**src/rtl/error_calculator_mc.sv**
```systemverilog
// ============================================================================
// error_calculator_mc
// ----------------------------------------------------------------------------
// Multi-channel ANC error stage. Each channel (one per earbud) negates its
// microphone feedback to form the adaptive-filter error and tracks
// convergence with a hysteretic two-state FSM (ADAPT / CONVERGED). A channel
// enters CONVERGED after CONV_COUNT consecutive in-band samples and re-arms
// (returns to ADAPT) after REARM_COUNT consecutive out-of-band samples.
// While a channel is CONVERGED, or while nc_on is low, its error is forced
// to zero. The FSMs keep running regardless of nc_on.
//
// Optional feature (compile-time macro ERROR_GAIN_EN):
//   defined   : the saturated error is arithmetically right-shifted by
//               gain_shift_in, sampled on the error_ready cycle.
//   undefined : gain_shift_in is ignored; the error is the saturated
//               negation of the feedback.
//
// Ports:
//   clk_in         in   1             system clock
//   rst_in         in   1             asynchronous, active-high reset
//   feedback_in    in   NUM_CH*WIDTH  signed feedback, channel c at [c*WIDTH +: WIDTH]
//   error_ready    in   1             sample strobe, all channels valid this cycle
//   nc_on          in   1             noise-cancel enable (gates error only)
//   gain_shift_in  in   4             error right-shift amount (ERROR_GAIN_EN)
//   error_out      out  NUM_CH*WIDTH  signed error, same packing as feedback_in
//   done_out       out  1             one-cycle pulse: error_out updated
//   converged_out  out  NUM_CH        bit c = channel c is CONVERGED
// ============================================================================
module error_calculator_mc #(
    parameter int WIDTH       = 16,
    parameter int NUM_CH      = 2,
    parameter int THRESH      = 10,
    parameter int CONV_COUNT  = 256,
    parameter int REARM_COUNT = 8
) (
    input  logic                      clk_in,
    input  logic                      rst_in,
    input  logic [NUM_CH*WIDTH-1:0]   feedback_in,
    input  logic                      error_ready,
    input  logic                      nc_on,
    input  logic [3:0]                gain_shift_in,
    output logic [NUM_CH*WIDTH-1:0]   error_out,
    output logic                      done_out,
    output logic [NUM_CH-1:0]         converged_out
);

    // ------------------------------------------------------------------------
    // Derived constants
    // ------------------------------------------------------------------------
    localparam int MAX_COUNT = (CONV_COUNT > REARM_COUNT) ? CONV_COUNT : REARM_COUNT;
    localparam int CNT_W     = $clog2(MAX_COUNT + 1);

    localparam logic [CNT_W-1:0] CONV_LIMIT  = CNT_W'(CONV_COUNT);
    localparam logic [CNT_W-1:0] REARM_LIMIT = CNT_W'(REARM_COUNT);
    localparam logic [CNT_W-1:0] CNT_ONE     = CNT_W'(1);

    localparam logic signed [WIDTH-1:0] SAMPLE_MIN = {1'b1, {(WIDTH-1){1'b0}}};
    localparam logic signed [WIDTH-1:0] SAMPLE_MAX = {1'b0, {(WIDTH-1){1'b1}}};
    localparam logic signed [WIDTH-1:0] THRESH_POS = WIDTH'(THRESH);
    localparam logic signed [WIDTH-1:0] THRESH_NEG = WIDTH'(-THRESH);

    typedef enum logic {
        ST_ADAPT     = 1'b0,
        ST_CONVERGED = 1'b1
    } conv_state_t;

`ifndef ERROR_GAIN_EN
    // Port is kept for a uniform interface; it has no effect in this build.
    logic unused_gain_shift;
    assign unused_gain_shift = ^gain_shift_in;
`endif

    // ------------------------------------------------------------------------
    // Completion strobe: shared by all channels since they update together.
    // ------------------------------------------------------------------------
    logic done_reg;

    always_ff @(posedge clk_in or posedge rst_in) begin
        if (rst_in) begin
            done_reg <= 1'b0;
        end else begin
            done_reg <= error_ready;
        end
    end

    assign done_out = done_reg;

    // ------------------------------------------------------------------------
    // Per-channel datapath and convergence FSM
    // ------------------------------------------------------------------------
    genvar gi;
    generate
        for (gi = 0; gi < NUM_CH; gi++) begin : g_ch
            logic signed [WIDTH-1:0] fb;
            logic signed [WIDTH-1:0] neg_fb;
            logic signed [WIDTH-1:0] scaled_fb;
            logic signed [WIDTH-1:0] error_next;
            logic signed [WIDTH-1:0] error_reg;
            logic                    in_band;
            logic [CNT_W-1:0]        in_cnt_next;
            logic [CNT_W-1:0]        out_cnt_next;
            logic [CNT_W-1:0]        in_cnt_reg;
            logic [CNT_W-1:0]        out_cnt_reg;
            conv_state_t             state_reg;

            assign fb = feedback_in[gi*WIDTH +: WIDTH];

            // Strict band: both +THRESH and -THRESH count as out-of-band.
            assign in_band = (fb > THRESH_NEG) && (fb < THRESH_POS);

            // The most negative sample has no positive counterpart; clamp it.
            assign neg_fb = (fb == SAMPLE_MIN) ? SAMPLE_MAX : -fb;

`ifdef ERROR_GAIN_EN
            // >>> by an amount >= WIDTH fills with the sign bit, giving 0 or -1.
            assign scaled_fb = neg_fb >>> gain_shift_in;
`else
            assign scaled_fb = neg_fb;
`endif

            // Error is decided from the state before this sample's update, so
            // the sample that completes convergence still emits a correction.
            assign error_next = (nc_on && (state_reg == ST_ADAPT)) ? scaled_fb : '0;

            // Saturating increments; the FSM leaves its state on reaching the
            // limit, but saturation keeps the counters well-defined anyway.
            assign in_cnt_next  = (in_cnt_reg  == CONV_LIMIT)  ? in_cnt_reg  : in_cnt_reg  + CNT_ONE;
            assign out_cnt_next = (out_cnt_reg == REARM_LIMIT) ? out_cnt_reg : out_cnt_reg + CNT_ONE;

            always_ff @(posedge clk_in or posedge rst_in) begin
                if (rst_in) begin
                    state_reg   <= ST_ADAPT;
                    in_cnt_reg  <= '0;
                    out_cnt_reg <= '0;
                    error_reg   <= '0;
                end else if (error_ready) begin
                    error_reg <= error_next;
                    case (state_reg)
                        ST_ADAPT: begin
                            if (in_band) begin
                                in_cnt_reg <= in_cnt_next;
                                if (in_cnt_next == CONV_LIMIT) begin
                                    state_reg   <= ST_CONVERGED;
                                    out_cnt_reg <= '0;
                                end
                            end else begin
                                in_cnt_reg <= '0;
                            end
                        end
                        ST_CONVERGED: begin
                            if (!in_band) begin
                                out_cnt_reg <= out_cnt_next;
                                if (out_cnt_next == REARM_LIMIT) begin
                                    state_reg  <= ST_ADAPT;
                                    in_cnt_reg <= '0;
                                end
                            end else begin
                                out_cnt_reg <= '0;
                            end
                        end
                        default: begin
                            state_reg <= ST_ADAPT;
                        end
                    endcase
                end
            end

            assign error_out[gi*WIDTH +: WIDTH] = error_reg;
            assign converged_out[gi]            = (state_reg == ST_CONVERGED);
        end
    endgenerate

endmodule

```
**config.mk**
```make
export PLATFORM = sky130hd
export DESIGN_NAME = error_calculator_mc
export DESIGN_NICKNAME = d
export VERILOG_FILES = /design/src/rtl/error_calculator_mc.sv
export SDC_FILE = /design/constraint.sdc
export NUM_CORES = 1
export LEC_CHECK = 0
export CAP_MARGIN = 5
export CORE_ASPECT_RATIO = 0.8
export CORE_MARGIN = 2
export CORE_UTILIZATION = 50
export CTS_CLUSTER_DIAMETER = 40
export DETAILED_ROUTE_END_ITERATION = 12
export PLACE_DENSITY = 0.83
export SETUP_SLACK_MARGIN = 0.15
export SYNTH_ARGS = -nofsm -noshare
export SYNTH_HDL_FRONTEND = slang
export SYNTH_SLANG_ARGS = --single-unit
```
**constraint.sdc**
```tcl
create_clock -name clk_in -period 3 [get_ports clk_in]
set_input_delay 0.6 -clock clk_in [delete_from_list [all_inputs] [get_ports clk_in]]
set_output_delay 0.6 -clock clk_in [all_outputs]
set_load 0.02 [all_outputs]
```
==> impl_metrics.csv, run 1 <==
group,metric,value,unit
sta,period_needed,2.80,ns
yosys,yosysTopAreaCellShare,0.374,
grt,antenna_found_initial,0,
yosys,syn_nets,606,
grt,grt_pass1_vias,4610,
worst_setup_path,r2r_cells,9,
worst_setup_path,r2r_slack,0.20,ns
floorplan,core.rowCount,31,
worst_setup_path,worst_r2r_endpoint,"g_ch[1].in_cnt_reg[0]",
sta,rsz0062_at_grt,"false",
worst_setup_path,critPathCaptureType,"flip-flop",
finish,mostFrequentLayoutCell,"dfrtp_1",
sta,tns,0,ns
finish,antenna_cells,0,
clock_network,h-tree-depth,3,
yosys,ys_seq_area_frac,0.374,
grt,grt_remaining_overflow,0,
clock_network,clock_latency,0.34,ns
finish,post_route_cells_drive_above_1_share,0.105,
grt,grtUsageMet2,0.410,
yosys,yosys.area_share.simple,0.260,
yosys,synth_edf_count,0,
worst_hold_path,min_to,"g_ch[1].error_reg[7]",
place,port_buffers,70,
yosys,synthAdderAreaFrac,0.0316,
clock_network,clock-sinks,71,
routing,first_pass_iters,9,
grt,grt_use_met3,0.0587,
floorplan,die_h,91.2,um
finish,layout_common_cells,"dfrtp_1 (71), clkdlybuf4s50_1 (70), nor2_1 (54)",
routing,vias,4740,
sta,whs,0.489,ns
worst_setup_path,arrival,3.01,ns
floorplan,die_area,10300,um2
clock_network,cts_root_buffer,"clkbuf_16",
power,power.total,2.54,mW
grt,grt_usage,0.257,
floorplan,io_pins,75,
run_status,status,"finished with violations",
run_status,violations,"design-rule violations",
clock_network,clkTransAtPathRegs,0.06,ns
routing,drt-wirelength-per-cell,16.9,um
worst_setup_path,path_class,"reg -> reg",
clock_network,cts_tree,"yes",
yosys,synthXorXnorAreaFrac,0.0405,
finish,n_fill_cell,733,
routing,finalWirelength,12900,um
finish,nets,693,
yosys,ys.flop_type,"dfrtp_1",
clock_network,cts.path.max_buffers,2,
yosys,synthTopCellsByArea,"dfrtp_1 (37%), o2bb2ai_1 (5.5%), nor2_1 (4.3%)",
sta,finalHoldViolations,0,
worst_hold_path,worst_hold_startpoint,"g_ch[1].error_reg[7]",
grt,grtUsageMet1,0.346,
place,dp_hpwl,8930,um
sta,max-slew-margin-rel,0.530,
yosys,ys_ff_latch,71,
floorplan,start_util,0.519,
yosys,ys_warn_count,0,
finish,utilization,0.663,
sta,setup_viol,0,
yosys,synth_area,4750,um2
routing,ant_nets,0,
grt,grt_max_degree,72,
routing,drtIter0Drc,450,
yosys,post_synth.cell_area_avg,8.58,um2
sta,report.final.slew_viol_count,0,
routing,avgViaCountPerCell,6.23,
clock_network,cts_made_buffers,9,
worst_setup_path,worstPathRequired,3.21,ns
routing,post-route-drc-count,4,
power,leakage,2.42,nW
worst_setup_path,startpoint_type,"flip-flop",
yosys,synthArstFlopShare,1.00,
sta,period_share,0.933,
worst_setup_path,rr_startpoint,"g_ch[1].out_cnt_reg[0]",
floorplan,core_area,9150,um2
finish,largest_reg_flops,32,
grt,grt_most_used_layer,"met2",
yosys,synth_compound_area_frac,0.227,
sta,skew,0.00596,ns
finish,syn_to_final_growth,27.8,%
power,ir_worst_vdd,0.216,mV
sta,clock.fmax,0.357,GHz
floorplan,die_w,113,um
place,gp_congestion,0.916,
yosys,synth.mux.area_fraction,0.0153,
yosys,yosys.area.top_type,"dfrtp_1",
yosys,synth_top_family_by_area,"simple AND/OR/NAND/NOR gates",
sta,tightest_slew,0.704,ns
job,max-cap-violations,0,
power,cellPowerDensity,419,nW/um2
worst_hold_path,hold_path.class,"reg -> reg",
worst_hold_path,hold_path_depth,1,
worst_setup_path,crit_fanout,7,
yosys,syn_inst,554,
yosys,synth.distinct_cells,70,
grt,grt_pass1_wl,22000,um
==> report_power, final <==
group          leakage [nW]  internal, mW  switching [mW]  total [mW]
clock                 0.156         0.751           0.417        1.17
combinational          1.34         0.169           0.186       0.355
sequential            0.928         0.995          0.0253        1.02
total                  2.42          1.91           0.629        2.54
==> metal layers <==
| layer | up-vias | part of all wire |
|---|---|---|
| met3 | 27 | 0.065 |
| met1 | 2263 | 0.44 |
| li1 | 2243 | - |
| met5 | - | 0 |
| met4 | 0 | 0.017 |
| met2 | 207 | 0.48 |
==> worst max-delay path, cell delays in order (launching register included) <==
cell     delay [ns]
dfrtp_1        0.45
inv_1          0.12
ha_1           0.15
or4b_2         0.64
nor4_4         0.29
mux2i_2        0.32
nand4_1        0.13
buf_4          0.21
o21ai_2        0.25
o22ai_1        0.12
==> cells by family (layout without fill, tap and decap cells) <==
logic type | Yosys count | count (layout)
XOR/XNOR | 22 | 22
AO/OA/AOI/OAI | 150 | 151
flip-flops | 71 | 71
AND/OR/NAND/NOR | 233 | 233
buffers and inverters | 59 | 150
multiplexers | 7 | 7
adder cells (fa/ha/maj) | 12 | 12
==> how the worst max path moves through the flow <==
stage                           startpoint               endpoint  slack (ns)  depth (start not counted)
floorplan                  feedback_in[16]  g_ch[1].error_reg[14]        0.45                          9
global placement           feedback_in[16]  g_ch[1].error_reg[14]        0.06                          9
detailed placement          feedback_in[7]   g_ch[0].error_reg[3]        0.03                          7
CTS                 g_ch[1].out_cnt_reg[0]  g_ch[1].in_cnt_reg[8]        0.16                          8
global route        g_ch[1].out_cnt_reg[0]  g_ch[1].in_cnt_reg[2]        0.09                          9
finish              g_ch[1].out_cnt_reg[0]  g_ch[1].in_cnt_reg[0]        0.20                          9
==> cell type report <==
cell class,count,area [um2],share of cell area
Clock inverter,5,81.3,0.0134
Tap cell,115,144,0.0237
Clock buffer,11,243,0.0400
Timing Repair Buffer,101,946,0.156
Multi-Input combinational cell,425,2760,0.454
Inverter,33,124,0.0204
Sequential cell,71,1780,0.293
==> Yosys cell counts, drive strengths merged (9+ instances only) <==
cell type	n
and3	9
clkbuf	17
o21ai	28
nand4	16
o2bb2ai	30
xnor2	16
or3	13
ha	12
a21oi	25
nand2	51
nor2	54
a31oi	18
nor3	25
nand3	17
buf	9
inv	32
dfrtp	71
==> stage by stage <==
step / setup WS, ns / cells / cell area, um2
after floorplan: 0.449 / 554 / 4750
after CTS: 0.159 / 759 / 6040
after detailed placement: 0.0286 / 743 / 5710
after global routing: 0.0855 / 761 / 6070
final: 0.202 / 761 / 6070
after global placement: 0.0619 / 743 / 5710
==> timing repair <==
action / CTS / global route
cloned: 0 / 1
resized for setup: 1 / 2
setup buffers: 0 / 1
pin swaps: 0 / 2
hold buffers: 0 / 0
setup endpoints to repair: 9 / 10
(Power assumes the default switching activity.)
==> run 2, diff against run 1 <==
--- a/config.mk
+++ b/config.mk
@@ -5,6 +5,7 @@
 export SDC_FILE = /design/constraint.sdc
 export NUM_CORES = 1
 export LEC_CHECK = 0
+export ABC_AREA = 1
 export CAP_MARGIN = 5
 export CORE_ASPECT_RATIO = 0.8
 export CORE_MARGIN = 2
==> run 2 against run 1 <==
  * The run now ends clean
  * Critical endpoint is now g_ch[1].out_cnt_reg[0]
  * Cell area is 1.1% higher
  * Clock-buffer cell count is 1 lower
  * Worst setup slack better by 0.48 ns
  * Power is 9.4% higher
  * Cell count is 22% higher
==> impl_metrics.csv, run 2 <==
group,metric,value,unit
run_status,status,"finished, final reports clean",
sta,report.final.slew_viol_count,0,
floorplan,core_area,9610,um2
grt,grt_usage,0.242,
yosys,ys_warn_count,0,
yosys,syn_inst,734,
job,max-cap-violations,0,
grt,antenna_found_initial,0,
clock_network,postCtsSetupRepairBufs,0,
routing,avgViaCountPerCell,5.35,
yosys,ys.flop_type,"dfrtp_1",
sta,clock.fmax,0.432,GHz
worst_hold_path,worst_hold_startpoint,"g_ch[0].error_reg[0]",
power,leakage,3.20,nW
sta,period_needed,2.32,ns
yosys,synth_area,4910,um2
routing,first_pass_iters,5,
worst_setup_path,critPathCaptureType,"flip-flop",
place,dp_hpwl,8990,um
sta,setup_viol,0,
clock_network,cts.path.max_buffers,2,
yosys,synthTopCellsByArea,"dfrtp_1 (36%), nand2_1 (18%), inv_1 (7.4%)",
yosys,ys_seq_area_frac,0.362,
yosys,synthArstFlopShare,1.00,
yosys,post_synth.cell_area_avg,6.69,um2
finish,syn_to_final_growth,24.9,%
worst_setup_path,critPathSlowestCell,"clkdlybuf4s50_1",
sta,tns,0,ns
sta,max-slew-margin-rel,0.717,
finish,nets,858,
worst_setup_path,path_class,"in -> reg",
power,power.total,2.78,mW
power,switchingPower,0.628,mW
worst_hold_path,hold_path.class,"reg -> reg",
yosys,yosys.area.top_type,"dfrtp_1",
worst_setup_path,cpLargestDelayFamily,"simple AND/OR/NAND/NOR gates",
finish,largest_reg_flops,32,
yosys,syn_nets,786,
floorplan,die_w,115,um
yosys,ys_top_cells_by_count,"nand2_1 (236), inv_1 (97), nor2_1 (73), dfrtp_1 (71), nand3_1 (71)",
floorplan,start_util,0.511,
worst_setup_path,cp.buffers_inverters,1,
grt,grt_pass1_vias,4776,
clock_network,cts_resized,0,
yosys,yosysTopAreaCellShare,0.362,
clock_network,cts_made_buffers,9,
finish,utilization,0.639,
sta,whs,0.480,ns
sta,finalHoldViolations,0,
routing,drt-wirelength-per-cell,13.2,um
routing,drtIter0Drc,264,
clock_network,clock_latency,0.32,ns
finish,mostFrequentLayoutCell,"nand2_1",
grt,grt_pass1_wl,21200,um
routing,finalWirelength,12300,um
finish,n_fill_cell,822,
routing,post-route-drc-count,0,
clock_network,cts_root_buffer,"clkbuf_16",
yosys,ys_ff_latch,71,
power,ir_worst_vdd,0.297,mV
floorplan,die_h,92.7,um
routing,vias,4978,
worst_setup_path,worstPathRequired,3.21,ns
place,place_ws,0.366,ns
worst_setup_path,crit_fanout,14,
clock_network,clkTransAtPathRegs,0.06,ns
sta,skew,0.00658,ns
power,seqPwrFrac,0.368,
floorplan,die_area,10600,um2
power,p_int,2.16,mW
finish,layout_common_cells,"nand2_1 (236), inv_1 (96), nor2_1 (73)",
power,power.share.combinational,0.126,
worst_setup_path,arrival,2.53,ns
sta,rsz0062_at_grt,"false",
power,cellPowerDensity,453,nW/um2
clock_network,postCtsHoldBufs,0,
yosys,synth_edf_count,0,
finish,antenna_cells,0,
power,pwr-share-clk,0.506,
worst_setup_path,slowest_delay,0.51,ns
grt,grt_max_degree,72,
sta,tightest_slew,0.425,ns
sta,setup_ws,0.685,ns
floorplan,io_pins,75,
worst_setup_path,path_cells,"clkdlybuf4s50_1 -> nor2_2 -> nand2_1 -> nor2_1 -> nand2_1 -> nand2_1 -> nand2_2 -> nor2_2 -> nand3_1 -> nand2_1 -> nand2_2 -> nand2_1 -> nand2_1",
clock_network,cts_tree,"yes",
clock_network,h-tree-depth,3,
worst_setup_path,startpoint_type,"input port",
grt,grt_remaining_overflow,0,
yosys,synth.distinct_cells,36,
clock_network,clock-sinks,71,
worst_setup_path,cp-startpoint,"feedback_in[25]",
place,port_buffers,70,
floorplan,core.rowCount,32,
yosys,synth.most_common_cell,"nand2_1",
place,gp_congestion,0.914,
worst_setup_path,rr_startpoint,"g_ch[0].out_cnt_reg[0]",
routing,ant_nets,0,
finish,post_route_cells_drive_above_1_share,0.0752,
power,p_sw_frac,0.226,
worst_setup_path,crit_top_cell,"nand2_1",
sta,period_share,0.772,
-- run 2: cell count changes after synthesis, moves of 10 or more --
| cell | before | now |
|---|---|---|
| nand2_1 | 51 | 236 |
| inv_1 | 32 | 97 |
| nand3_1 | 17 | 71 |
| o2bb2ai_1 | 30 | 0 |
| nor2_1 | 54 | 73 |
| a31oi_1 | 18 | 2 |
| o21ai_1 | 0 | 16 |
| a21oi_1 | 25 | 11 |
| or3_1 | 13 | 0 |
| nor2_2 | 0 | 12 |
| nor3_1 | 23 | 12 |
| xnor2_1 | 16 | 6 |
-- run 2: final timing paths --
| check | cells after the start | endpoint | slack (ns) |
|---|---|---|---|
| min in group asynchronous | 3 | g_ch[1].out_cnt_reg[5] | 0.67 |
| max | 13 | g_ch[1].out_cnt_reg[0] | 0.68 |
| min | 2 | g_ch[0].error_reg[0] | 0.48 |
| max in group asynchronous | 3 | g_ch[0].error_reg[1] | 2.03 |
| max reg2reg | 11 | g_ch[0].in_cnt_reg[7] | 0.97 |
| min reg2reg | 2 | g_ch[0].error_reg[0] | 0.48 |
-- run 2: worst register-to-register path, stage by stage (launching register included) --
cell      delay (ns)
dfrtp_1         0.42
inv_1           0.11
ha_1            0.16
nand2_1         0.06
nor3_1          0.22
nand2_1         0.13
nand2_1         0.11
nand3_1         0.08
nor2_1          0.17
nand3b_2        0.25
nand3_1         0.15
nand2_1         0.06
-- run 2: power by group through the flow --
stage          clock network, mW  logic, mW  registers, mW
6_report                    1.41      0.351           1.02
3_5_place_dp                   0      0.351           1.04
5_1_grt                     1.47      0.383           1.03
3_3_place_gp                   0      0.345           1.04
4_1_cts                     1.43      0.353           1.02
2_1_floorplan                  0      0.130           1.08
-- run 2: metrics by stage --
step | instance area, um2 | std cells
2_1_floorplan | 4910 | 734
3_3_place_gp | 5740 | 914
3_5_place_dp | 5740 | 914
4_1_cts | 6140 | 930
5_1_grt | 6140 | 930
6_report | 6140 | 930
-- run 2: routing by layer --
layer | global-route usage | vias up | wire, um
met5 | 0 | - | 0
met4 | 0.0633 | 0 | 123
met3 | 0.0445 | 12 | 768
met2 | 0.399 | 151 | 5870
met1 | 0.329 | 2329 | 5530
li1 | - | 2486 | -
-- run 2: kinds of logic (layout without fill, tap and decap cells) --
family,count (synthesis),after routing,share of synthesized area
compound gates,68,68,0.0818
xor+xnor,17,17,0.0303
flops,71,71,0.362
buf+inv,118,195,0.0927
simple gates,448,448,0.403
fa+ha+maj,12,12,0.0306
-- run 2: cell type report --
cell class / count / area [um2] / share of cell area
multi-input cells: 545 / 2680 / 0.437
flip-flops and latches: 71 / 1780 / 0.289
clock buffers: 10 / 239 / 0.0389
well taps: 119 / 149 / 0.0243
inverters: 105 / 394 / 0.0642
repair buffers: 74 / 743 / 0.121
clock inverters: 6 / 155 / 0.0253
==> run 3, diff against run 2 <==
--- a/config.mk
+++ b/config.mk
@@ -12,7 +12,7 @@
 export CORE_UTILIZATION = 50
 export CTS_CLUSTER_DIAMETER = 40
 export DETAILED_ROUTE_END_ITERATION = 12
-export PLACE_DENSITY = 0.83
+export PLACE_DENSITY = 0.86
 export SETUP_SLACK_MARGIN = 0.15
 export SYNTH_ARGS = -nofsm -noshare
 export SYNTH_HDL_FRONTEND = slang
==> constraint.sdc (replaced) <==
create_clock -name clk_in -period 2.09 [get_ports clk_in]
set_input_delay 0.418 -clock clk_in [delete_from_list [all_inputs] [get_ports clk_in]]
set_output_delay 0.418 -clock clk_in [all_outputs]
set_load 0.02 [all_outputs]
==> run 3 against run 2 <==
  * Sequential share of layout area fell by 2.6 points
  * Sequential power rose by 44%
  * Worst setup slack got worse by 0.47 ns
  * Cell area rose by 10%
  * Flip-flop and latch count did not move
  * First-iteration DRC count rose by 89%
  * Worst hold slack got worse by 0.10 ns
  * Critical path depth fell by 2
  * Clock skew fell by 0.00086 ns
  * Critical endpoint is now g_ch[1].in_cnt_reg[0]
  * Die area did not move
==> impl_metrics.csv, run 3 (same netlist as run 2, synthesis figures left out) <==
group,metric,value,unit
sta,report.final.slew_viol_count,0,
grt,antenna_found_initial,0,
routing,avgViaCountPerCell,5.38,
clock_network,cts_made_buffers,9,
finish,largest_reg_flops,32,
sta,setup_viol,0,
sta,tightest_slew,0.393,ns
worst_setup_path,path_class,"in -> reg",
power,switchingPower,0.913,mW
finish,syn_to_final_growth,37.7,%
worst_setup_path,path_cells,"clkdlybuf4s50_1 -> nor2_2 -> nand2_1 -> nor2_1 -> nand2_1 -> nand2_1 -> nand2_4 -> buf_4 -> a21oi_1 -> nand2_1 -> nand2_1",
power,pwr-share-clk,0.426,
power,power.share.combinational,0.161,
routing,finalWirelength,13700,um
sta,skew,0.00572,ns
place,placed_area,6190,um2
routing,first_pass_iters,6,
job,max-cap-violations,0,
worst_setup_path,critPathSlowestCell,"clkdlybuf4s50_1",
power,seqPwrFrac,0.413,
place,port_buffers,70,
clock_network,h-tree-depth,3,
floorplan,core.rowCount,32,
finish,mostFrequentLayoutCell,"nand2_1",
finish,nets,924,
finish,layout_common_cells,"nand2_1 (224), inv_1 (93), nand3_1 (68)",
floorplan,io_pins,75,
run_status,status,"finished, final reports clean",
grt,grt_usage,0.253,
worst_setup_path,worstPathRequired,2.36,ns
clock_network,clock-sinks,71,
power,leakage,3.58,nW
worst_setup_path,crit_fanout,5,
worst_setup_path,slowest_delay,0.48,ns
worst_setup_path,arrival,2.15,ns
finish,antenna_cells,0,
place,gp_congestion,0.945,
power,p_int,2.65,mW
finish,design_area,6760,um2
worst_setup_path,startpoint_type,"input port",
grt,grt_max_degree,72,
worst_setup_path,crit_top_cell,"nand2_1",
routing,drt-wirelength-per-cell,13.8,um
floorplan,start_util,0.511,
grt,grt_pass1_vias,4870,
clock_network,cts.path.max_buffers,2,
worst_setup_path,critPathCaptureType,"flip-flop",
power,cellPowerDensity,527,nW/um2
place,dp_hpwl,9340,um
sta,clock.fmax,0.533,GHz
floorplan,core_area,9610,um2
sta,period_share,0.898,
clock_network,clkTransAtPathRegs,0.06,ns
routing,ant_nets,0,
grt,grt_remaining_overflow,0,
routing,vias,5351,
floorplan,die_w,115,um
routing,post-route-drc-count,0,
sta,max-slew-margin-rel,0.738,
clock_network,cts_root_buffer,"clkbuf_16",
sta,period_needed,1.88,ns
worst_hold_path,hold_path.class,"in -> reg",
finish,post_route_cells_drive_above_1_share,0.192,
clock_network,cts_tree,"yes",
clock_network,clock_latency,0.34,ns
sta,rsz0062_at_grt,"true",
floorplan,die_h,92.7,um
floorplan,die_area,10600,um2
routing,drtIter0Drc,500,
grt,grt_pass1_wl,21800,um
place,dp_cells,972,
finish,fin_cells,995,
sta,finalHoldViolations,0,
power,ir_worst_vdd,0.393,mV
power,p_sw_frac,0.256,
[run 3: changes by cell type in the layout (fill, tap and decap cells not counted), moves of 7 or more]
cell,delta
nand2_1,-12
nand2_2,+10
dlymetal6s2s_1,+7
nor2_1,-17
clkdlybuf4s50_1,-7
nor2_2,+11
buf_4,+61
[run 3: timing repair]
item,CTS,global route
buffers inserted,0,7
gates resized for setup,1,67
gates cloned,0,1
setup endpoints to repair,2,60
hold buffers,0,0
pin swaps,0,17
endpoints found under the hold margin,0,0
[run 3: power groups by stage]
stage	logic (mW)	clock network (mW)	registers, mW
2_1_floorplan	0.187	0	1.55
3_3_place_gp	0.549	0	1.49
3_5_place_dp	0.558	0	1.49
4_1_cts	0.563	1.53	1.47
5_1_grt	0.623	1.59	1.48
6_report	0.574	1.52	1.47
[run 3: final timing paths]
| kind | from | to | slack [ns] | cells after the start |
|---|---|---|---|---|
| min reg2reg | g_ch[0].error_reg[0] | g_ch[0].error_reg[0] | 0.48 | 2 |
| max | feedback_in[22] | g_ch[1].in_cnt_reg[0] | 0.21 | 11 |
| min in group asynchronous | rst_in | g_ch[1].state_reg | 0.51 | 3 |
| min | feedback_in[0] | g_ch[0].error_reg[0] | 0.38 | 3 |
| max reg2reg | g_ch[0].in_cnt_reg[1] | g_ch[0].out_cnt_reg[6] | 0.23 | 13 |
| max in group asynchronous | rst_in | g_ch[1].in_cnt_reg[0] | 1.23 | 3 |
[run 3: per-stage QoR]
stage                     utilization  setup TNS [ns]  hold slack, ns  power (mW)  setup slack (ns)
after floorplan                     -               0           0.449        1.74             0.449
after detailed placement        0.645           -5.27           0.464        2.05            -0.185
after global placement          0.645           -3.29           0.463        2.04            -0.143
after global routing            0.704               0           0.396        3.69            0.0664
after CTS                       0.675               0           0.483        3.57             0.151
final                           0.704               0           0.375        3.56             0.213
[run 3: area by class of cell]
type	count	area (um2)
sequential	71	1780
clock buffer	12	246
fill	723	2850
timing repair buffer	139	1270
multi-input combinational	546	2870
clock inverter	3	43.8
inverter	105	400
tap	119	149
[run 3: layer usage]
layer  vias to the layer above  GRT usage  routed length [um]
met4                         0     0.0853                 418
li1                       2633          -                   -
met1                      2449      0.337                5900
met3                        46     0.0609                 995
met2                       223      0.407                6410
met5                         -          0                   0
[run 3: critical path: cells and delay by family]
family / cells / cell delay, ns
and+or+nand+nor: 8 / 0.89
buffers and inverters: 2 / 0.63
AOI/OAI and AO/OA: 1 / 0.20
==> variant: new RTL, flow settings as in run 3 <==
Set the parameter `REARM_COUNT` to 16 (it was 8).
--- a/src/rtl/error_calculator_mc.sv
+++ b/src/rtl/error_calculator_mc.sv
@@ -31,7 +31,7 @@
     parameter int NUM_CH      = 2,
     parameter int THRESH      = 10,
     parameter int CONV_COUNT  = 256,
-    parameter int REARM_COUNT = 8
+    parameter int REARM_COUNT = 16
 ) (
     input  logic                      clk_in,
     input  logic                      rst_in,
Formal check against the unedited RTL: no difference found for any inputs over 10 cycles, from zero or initial values and one cycle with rst_in high; that may be too few to reach the edited logic, so the function may still have changed.
==> variant against run 3 <==
- count of clock-buffer cells in the layout fell by 2
- area after synthesis rose by 0.28%
- clock skew rose by 0.010 ns
- non-clock buffer count rose by 10
- cell area rose by 3.7%
- clock power rose by 20%
- power rose by 11%
- worst hold slack improved by 0.11 ns
- sequential cell count did not move
- global-route usage rose by 2.1 points
- die area rose by 0.27%
- routed wire length rose by 19%
- setup slack got worse by 0.15 ns
- critical endpoint is now g_ch[0].in_cnt_reg[8]
==> variant: results (changes against run 3) <==
GRT
  • Vias in the first global route: 5,089 (+4.5%)
  • First-pass GRT wire length: 23.4 mm (+7.3%)
  • GR Util met3: 0.0524 (-0.00851)
  • GR Util met1: 0.368 (+0.0316)
  • Initial antenna violation count: 1 (+1)
  • GRT met2 Usage: 0.435 (+0.0275)
  • Tot GR Track Use: 0.274 (+0.0208)
  • Largest net degree at the start of global routing: 72 (unchanged)

Logic synthesis
  • XOR/XNOR Fraction of Synth Area: 0.0373 (+0.00703)
  • Fraction of registers with async set/reset: 1.00 (unchanged)
  • Synth Register Bits: 71 (unchanged)
  • Synth Area in Compound Gates: 0.0770 (-0.00480)
  • Synth Area in Adders: 0.0305 (-0.0000854)
  • Post-Syn Area per Cell: 6.82 sq um (+1.9%)
  • Top area cells in the synthesized netlist: dfrtp_1 (36%), nand2_1 (17%), nand3_1 (7.2%), inv_1 (6.5%), nor2_1 (5.3%)
  • Register area share after synthesis: 0.361 (-0.00101)
  • Post-synth cell types: 37 (+2.8%)

Hold path
  • Worst hold path type: flop to flop
  • Hold depth: 2 (-1)
  • Worst Hold Endpoint: g_ch[1].error_reg[11]
  • Hold Startpoint: g_ch[1].error_reg[11]

Critical path
  • CP max-delay cell: dfrtp_1
  • CP top delay family: simple AND/OR/NAND/NOR gates
  • Reg2reg end: g_ch[0].in_cnt_reg[8]
  • Crit-path max cell delay: 0.41 ns (-0.07 ns)
  • Reg2Reg Launch Point: g_ch[0].out_cnt_reg[0]
  • R2R depth: 9 (-4)
  • CP Data Arrival Time: 2.25 ns (+0.10 ns)

Timing
  • Min Hold Slack: 0.480 ns (+0.105 ns)
  • Worst Skew: 0.0160 ns (+0.0103 ns)
  • Slew headroom: 0.679 (-0.0589)

Detailed routing
  • Routed length on met3: 1.43 mm (+43%)
  • Vias per cell: 5.71 (+6.3%)
  • Met2 WL post-DR: 7.54 mm (+18%)
  • M1 wire length: 6.62 mm (+12%)
  • DR iter-0 viols: 645 (+29%)
  • DRT Wirelength: 16.3 mm (+19%)
  • Pre-antenna DRT Iters: 8 (+2)
  • Vias post-DR: 5,703 (+6.6%)

CTS
  • Cts repair resizes: 18 (+17)
  • Post-CTS setup buffers: 5 (+5)

Power and ir drop
  • Pleak: 0.00361 uW (+0.91%)
  • Peak supply drop: 0.389 mV (-0.89%)

Layout
  • Comb_multi_in: 551 (+0.92%)
  • Data buffer area share: 0.195 (+0.00660)
  • Antenna cells: 1 (+1)
  • Seq. cell area: 1780 sq um (-0.14%)
  • Fillers: 638 (-12%)
  • Final-layout clock buffer total: 10 (-2)
  • Total Nets Final: 926 (+0.22%)
  • Layout cells sized above 1: 0.228 (+0.0360)
  • Non-Clock Buffer Count: 149 (+7.2%)
  • Non-CTS inverters: 92 (-12%)

Place
  • Placement Setup Slack: -0.245 ns (-0.0593 ns)
  • Detailed Place HPWL: 9.63 mm (+3.1%)
  • Final Wtd Congestion: 0.877 (-7.2%)

Outcome
  • Status: completed
-- variant: worst max-delay path by stage --
stage                            from                     end  slack [ns]
6_report       g_ch[0].out_cnt_reg[0]   g_ch[0].in_cnt_reg[8]        0.06
5_1_grt        g_ch[0].out_cnt_reg[0]   g_ch[0].in_cnt_reg[8]       -0.01
4_1_cts        g_ch[1].out_cnt_reg[1]   g_ch[1].in_cnt_reg[0]        0.15
3_5_place_dp           feedback_in[0]  g_ch[0].out_cnt_reg[1]       -0.24
3_3_place_gp           feedback_in[1]    g_ch[0].error_reg[2]       -0.22
2_1_floorplan          feedback_in[0]   g_ch[0].error_reg[15]        0.42
-- variant: power by group --
part / switching, uW / internal (uW)
clock: 630 / 1190
sequential: 55.2 / 1440
combinational: 344 / 282
-- variant: metrics by stage --
step	power, uW	cell area (sq um)
finish	3940	7020
global route	4040	7020
CTS	3880	6700
detailed placement	2100	6250
global placement	2090	6250
floorplan	1780	4930
